`src/rtl/lcb_rx_framer.sv`:
```
// Receive framer for one LCB UART channel: turns the byte strobe stream into
// packet RAM writes, detects complete and short packets and tracks overruns.
module lcb_rx_framer #(
    parameter int BYTES   = 24,
    parameter int ADDR_W  = 5,
    parameter int TIMEOUT = 400
) (
    input  logic              clk,
    input  logic              rst,
    input  logic              start,
    input  logic              strob,
    input  logic [7:0]        iData,
    input  logic              ack,
    output logic [ADDR_W-1:0] wrAdr,
    output logic [7:0]        wrData,
    output logic              WE,
    output logic              full,
    output logic [ADDR_W:0]   byteCnt,
    output logic              errShort,
    output logic              overrun
);

    localparam int                  TIMER_W    = $clog2(TIMEOUT);
    localparam logic [ADDR_W:0]     LAST_CNT   = (ADDR_W + 1)'(BYTES);
    localparam logic [ADDR_W:0]     FIRST_CNT  = (ADDR_W + 1)'(1);
    localparam logic [TIMER_W-1:0]  TIMER_LAST = TIMER_W'(TIMEOUT - 1);

    typedef enum logic [1:0] {IDLE, RECV, DONE} stateType;

    stateType            state, stateNext;
    logic [TIMER_W-1:0]  timer, timerNext, timerInc;
    logic [ADDR_W-1:0]   wrAdrNext;
    logic [7:0]          wrDataNext;
    logic [ADDR_W:0]     byteCntNext, cntInc;
    logic                weNext, fullNext, errShortNext, overrunNext;

    always_comb begin
        stateNext    = state;
        wrAdrNext    = wrAdr;
        wrDataNext   = wrData;
        weNext       = 1'b0;
        fullNext     = 1'b0;
        byteCntNext  = byteCnt;
        errShortNext = 1'b0;
        overrunNext  = overrun;
        timerNext    = '0;
        cntInc       = byteCnt + 1'b1;
        timerInc     = (timer == '1) ? timer : timer + 1'b1;

        if (start) begin
            stateNext   = IDLE;
            overrunNext = 1'b0;
            byteCntNext = '0;
        end else begin
            case (state)
                IDLE: begin
                    if (strob) begin
                        wrAdrNext   = '0;
                        wrDataNext  = iData;
                        weNext      = 1'b1;
                        byteCntNext = FIRST_CNT;
                        stateNext   = (BYTES == 1) ? DONE : RECV;
                    end
                end
                RECV: begin
                    // A byte on the last allowed cycle wins over the timeout.
                    if (strob) begin
                        wrAdrNext   = byteCnt[ADDR_W-1:0];
                        wrDataNext  = iData;
                        weNext      = 1'b1;
                        byteCntNext = cntInc;
                        if (cntInc == LAST_CNT) begin
                            stateNext = DONE;
                        end
                    end else if (timerInc == TIMER_LAST) begin
                        errShortNext = 1'b1;
                        stateNext    = IDLE;
                    end else begin
                        timerNext = timerInc;
                    end
                end
                DONE: begin
                    // full lags entry into DONE by one cycle so the last RAM write lands first.
                    fullNext = !ack;
                    if (strob) begin
                        overrunNext = 1'b1;
                    end
                    if (ack) begin
                        stateNext = IDLE;
                    end
                end
                default: stateNext = IDLE;
            endcase
        end
    end

    always_ff @(posedge clk or negedge rst) begin
        if (!rst) begin
            state    <= IDLE;
            timer    <= '0;
            wrAdr    <= '0;
            wrData   <= '0;
            WE       <= 1'b0;
            full     <= 1'b0;
            byteCnt  <= '0;
            errShort <= 1'b0;
            overrun  <= 1'b0;
        end else begin
            state    <= stateNext;
            timer    <= timerNext;
            wrAdr    <= wrAdrNext;
            wrData   <= wrDataNext;
            WE       <= weNext;
            full     <= fullNext;
            byteCnt  <= byteCntNext;
            errShort <= errShortNext;
            overrun  <= overrunNext;
        end
    end

endmodule
```
`config.mk`:
```
export PLATFORM = sky130hd
export DESIGN_NAME = lcb_rx_framer
export DESIGN_NICKNAME = d
export VERILOG_FILES = /design/src/rtl/lcb_rx_framer.sv
export SDC_FILE = /design/constraint.sdc
export NUM_CORES = 1
export LEC_CHECK = 0
export CAP_MARGIN = 20
export CORE_AREA = 8 8 98 65
export DETAILED_ROUTE_END_ITERATION = 16
export DIE_AREA = 0 0 106 73
export GPL_TIMING_DRIVEN = 0
export HOLD_SLACK_MARGIN = 0.15
export PLACE_DENSITY = 0.58
export SLEW_MARGIN = 20
export SYNTH_ARGS = -nofsm -noshare
export SYNTH_HDL_FRONTEND = slang
export SYNTH_SLANG_ARGS = --single-unit
export TNS_END_PERCENT = 5
```
`constraint.sdc`:
```
create_clock -name clk -period 2.34 [get_ports clk]
set_clock_uncertainty 0.2 [all_clocks]
set_input_delay 0.234 -clock clk [delete_from_list [all_inputs] [get_ports clk]]
set_output_delay 0.234 -clock clk [all_outputs]
set_load 0.02 [all_outputs]
```
======== Yosys cells after proc, flatten, opt, wreduce, memory -nomap -nowiden ========
Cells that the tools add are included.
storage, ports and cells
  bits of input ports ..................... 13
  register bits after elaboration ......... 34
cells by class
  eq/ne operators ......................... 12
  reductions and logical operators ........ 12
  add/sub/neg operators ................... 2
  multiplexer cells ....................... 31
  bitwise logic cells ..................... 1
operator list
  kind                                                             number
  9-bit two-way mux                                                5
  9-bit == test, second input constant                             2
  6-bit two-way mux                                                3
  1-bit two-way mux                                                12
  2-bit two-way mux                                                6
  6-bit case mux with 2 select lines                               1
  5-bit two-way mux                                                2
  5-bit case mux with 2 select lines                               1
  9-bit by 1-bit adder with 9-bit output, second input constant    1
  3-bit inequality test, second input constant                     3
  4-bit inequality test, second input constant                     2
  4-bit AND reduction                                              2
  6-bit by 1-bit adder with 6-bit output, second input constant    1
  6-bit by 5-bit == test with 1-bit output, second input constant  1
  2-bit case mux with 3 select lines                               1
  3-bit AND reduction                                              2
  2-bit nonzero test                                               3
  2-bit inequality test, second input constant                     2
  3-bit nonzero test                                               1
  2-bit by 1-bit == test with 1-bit output, second input constant  1
  2-bit == test, second input constant                             1
  2-bit zero test                                                  1
  2-bit AND reduction                                              1
  2-bit OR reduction                                               1
  other kinds (2)                                                  2

======== Depth between registers and ports, before layout ========
  depth in word-level cells ............... 7
  gate-level depth with buffers ........... 7

======== Worst setup path after synthesis ========
OpenSTA, ideal clock, no wires.
  path type ............................... register to register
  start ................................... register timer[0]
  end ..................................... register timer[1]
  cell stages (with the launch flop) ...... 8
  setup time .............................. 130 ps
  path slack .............................. 555 ps
  arrival ................................. 1455 ps
  path through ............................ dfrtp_1 -> ha_1 -> and3_1 -> buf_4 -> and4_1 -> buf_4 -> mux2i_1 -> nor2_1
on the way
  cells in the longest elaborated chain, start to end .. 7
RTL lines
  element                                                                  RTL line  text
  start: declaration                                                       31        logic [TIMER_W-1:0] timer, timerNext, timerInc;
  start signal: assignment                                                 110       timer <= timerNext;
  9-bit by 1-bit adder with 9-bit output or 9-bit == test (tied branches)  48        timerInc = (timer == '1) ? timer : timer + 1'b1;
  9-bit two-way mux *                                                      48
  9-bit == test                                                            75        end else if (timerInc == TIMER_LAST) begin
  9-bit two-way mux *                                                      75
  9-bit two-way mux *                                                      67        if (strob) begin
  9-bit two-way mux *                                                      55        case (state)
  9-bit two-way mux *                                                      50        if (start) begin
  named net timerNext[1]                                                   31
The timed path passes the listed nets; every way through them passes the cells marked *.
A chain may end at the register's enable or synchronous reset.

======== Final worst setup path ========
  start ................................... register timer[0]
  end ..................................... register state[0]
on the way
  cells in the longest elaborated chain, start to end .. 5
RTL lines
  element                                                                  RTL line  text
  9-bit by 1-bit adder with 9-bit output or 9-bit == test (tied branches)  48
  9-bit two-way mux *                                                      48
  9-bit == test *                                                          75
  4-bit inequality test (no line) *                                        --
  4-bit AND reduction (no line) *                                          --
  end signal: assignment                                                   109       state <= stateNext;
  end: declaration                                                         30        stateType state, stateNext;
Mark *: on every way between the ends. The rest lies on a longest branch, timed or not.

==> metrics <==
total die area between 0.007 and 0.008 mm^2; GPL Wtd Cong 0.830; switching pwr 322 uW; synthesized cell area 0.00165 mm^2; layout overhead on the synthesized area 34.8%; Max Fclk between 500 and 600 MHz; Unique masters post-synth 46; Post-CTS Resized 0; Critical Path RT 2290 ps; Leakage Power 0.963 nW; per-cell routed wire length 14.7 um; DRC Markers 0; DRT Pass-1 Iters 4; worst setup path class reg2reg; Final Hold Vio Count 0; FFs w/ async S/R, synth 100%; gr usage total 11.0%; PwrDens 603 mW/mm^2; clock buffer depth 2; Worst-Margin Slew just under 400 ps; Post-DP HPWL just under 3000 um; postcts setup bufs 0; via count about 1300; most frequent cell after synthesis nand2_1; Final min period 2000 ps; # rows 20; Comb pwr share ~14%; drt via density 4.84; r2r setup slk 340 ps; nets between 200 and 250; Synth Area in Adders 1.52%; Worst Path Arrival 1950 ps; initial antenna violation count 0; n_diodes 0; top_reg_cell synth dfrtp_1; Port-buffer cells 34; max-cap viol count 0; CP Launch Type register; synth top area cells dfrtp_1, nand2_1, nor2_1, a22o_1, buf_6; Reg2Reg Depth 6; I/O pin total 36; share of cells above drive strength 1 approximately 14%; Num CTS Buffers 5; core area slightly below 0.005 mm^2; post-route ant nets 0; Max VDD drop about 0.00029 V; Synth top area share 51.6%; multiplexer area fraction after synthesis 0.607%; Reg-to-Reg End state[0]; post-synthesis compound-gate area fraction 13.4%; Root Buffer clkbuf_8; CP endpoint state[0]; global-route wire length before repair 6730 um; Int Power 1.02 mW; post-synth top area cell dfrtp_1; RSZ-0062 raised after global routing no; Min-Delay Path Class in2async; CTS sink count 34; number of global-route vias before repair 1353; outcome finished, final reports clean; synthesized net count around 170; number of flops mapped to enable cells by yosys 0; Synth Area in Simple Gates 25.8%; max_slew headroom 74.0%; clock-pin slew on the worst setup and hold paths 70 ps; setup TNS 0 ps; die height 73 um; pin count of the biggest net entering global routing 27; 1st-iter DRT viols 38; Ys Warns 0; reg-to-reg startpoint timer[0]; CTS tree done; Syn Inst Count 156; worst hold slack 257 ps; Slew Viols, Final 0; Critical Path Sink Type register; Crit Path Max Fanout 7; Layout fillers 467; register bit total from synthesis 34; final setup fails 0; share of power burned in registers 47.3%; CTS Hold Buffers Added 3; Remaining Overflow, GRT 0; Seq/Total Area, Yosys between 50% and 60%; Die Wd 106 um; Initial Util 33.8%; Switching Fraction 24.0%; crit path launch timer[0]; DRT Wirelength approximately 3900 um; largest family of logic cells by synthesized area simple AND/OR/NAND/NOR gates; H-tree levels 2; Avg Cell Area, Syn 10.6 um^2; clock share of power 38.8%; Final Cycle Share 85.3%; Skew-Pair Late Insertion Delay 280 ps; post-synthesis xor/xnor area fraction 3.19%; Post-synth top cells nand2_1, dfrtp_1, nor2_1, o21ai_0
-- critical path, stage by stage, from the launching register on --
cell,delay (ps)
dfrtp_1,470
ha_1,240
and3_1,180
buf_4,160
a31oi_4,120
o31ai_4,360
o221ai_2,140
-- power groups by stage --
stage | sequential (mW) | clock, mW | combinational (mW)
2_1_floorplan | 0.669 | 0 | 0.0596
3_3_place_gp | 0.644 | 0 | 0.178
3_5_place_dp | 0.644 | 0 | 0.185
4_1_cts | 0.634 | 0.541 | 0.190
5_1_grt | 0.637 | 0.577 | 0.204
6_report | 0.634 | 0.521 | 0.186
-- layout make-up --
cell class                 instances  area, um^2  share of cell area, %
clock inverter                     1        30.0                   1.35
multi-input combinational        113         734                   33.0
timing repair buffer              38         385                   17.3
sequential                        34         851                   38.3
buffer                             6        52.6                   2.36
clock buffer                       7        76.3                   3.43
inverter                           3        11.3                  0.506
tap                               66        82.6                   3.71
-- registers in the layout, indices dropped and copies added, names as in the netlist --
name      count
full          1
state         2
overrun       1
errShort      1
wrAdr         5
byteCnt       6
WE            1
wrData        8
timer         9
-- metal layers --
metal	part of all wire (%)	GRT usage (%)
met2	46	17.4
met1	47	13.5
met4	1.5	4.65
met5	0	0
met3	5.2	3.79
-- layout by cell type, fill, tap and decap left out, types with 2 or more instances in the layout --
master,Yosys,final
nand3_1,3,3
inv_1,2,2
buf_6,3,3
clkbuf_8,0,5
nor3_1,4,4
dlygate4sd3_1,0,3
xnor2_1,3,3
nand2b_1,2,2
nand2_1,37,37
xor2_1,3,3
and3_1,3,3
ha_1,2,2
a31oi_1,4,4
dfrtp_1,34,34
clkdlybuf4s50_1,0,33
clkbuf_1,1,3
buf_4,2,2
o21ai_1,2,2
o21ai_0,6,6
nor2_1,13,13
a22o_1,4,4
-- how the worst min path moves through the flow --
stage                   start        end  slack [ps]
floorplan                 rst         WE        -260
detailed placement        rst   errShort         -90
finish                    rst   timer[2]         260
global placement    wrData[5]  wrData[5]         260
CTS                       rst   timer[0]         230
global route              rst   timer[0]         250
-- logic make-up after synthesis --
| logic type | Yosys count |
|---|---|
| DFF | 34 |
| AOI/OAI and AO/OA | 26 |
| and+or+nand+nor | 78 |
| adders and majority gates | 2 |
| buffers and inverters | 9 |
| xor gates and xnor gates | 6 |
| muxes | 1 |
-- metrics by stage --
step / cell area, um^2 / worst slack [ps] / total power, mW / std cells / util, %
finish: 2220 / 343 / 1.34 / 268 / 45.6
CTS: 2220 / 329 / 1.36 / 268 / 45.6
global route: 2220 / 197 / 1.42 / 268 / 45.6
global placement: 2070 / 135 / 0.822 / 256 / 42.5
detailed placement: 2090 / 235 / 0.829 / 257 / 42.8
floorplan: 1650 / 555 / 0.729 / 156 / -
Power figures use the tool's default switching activity.
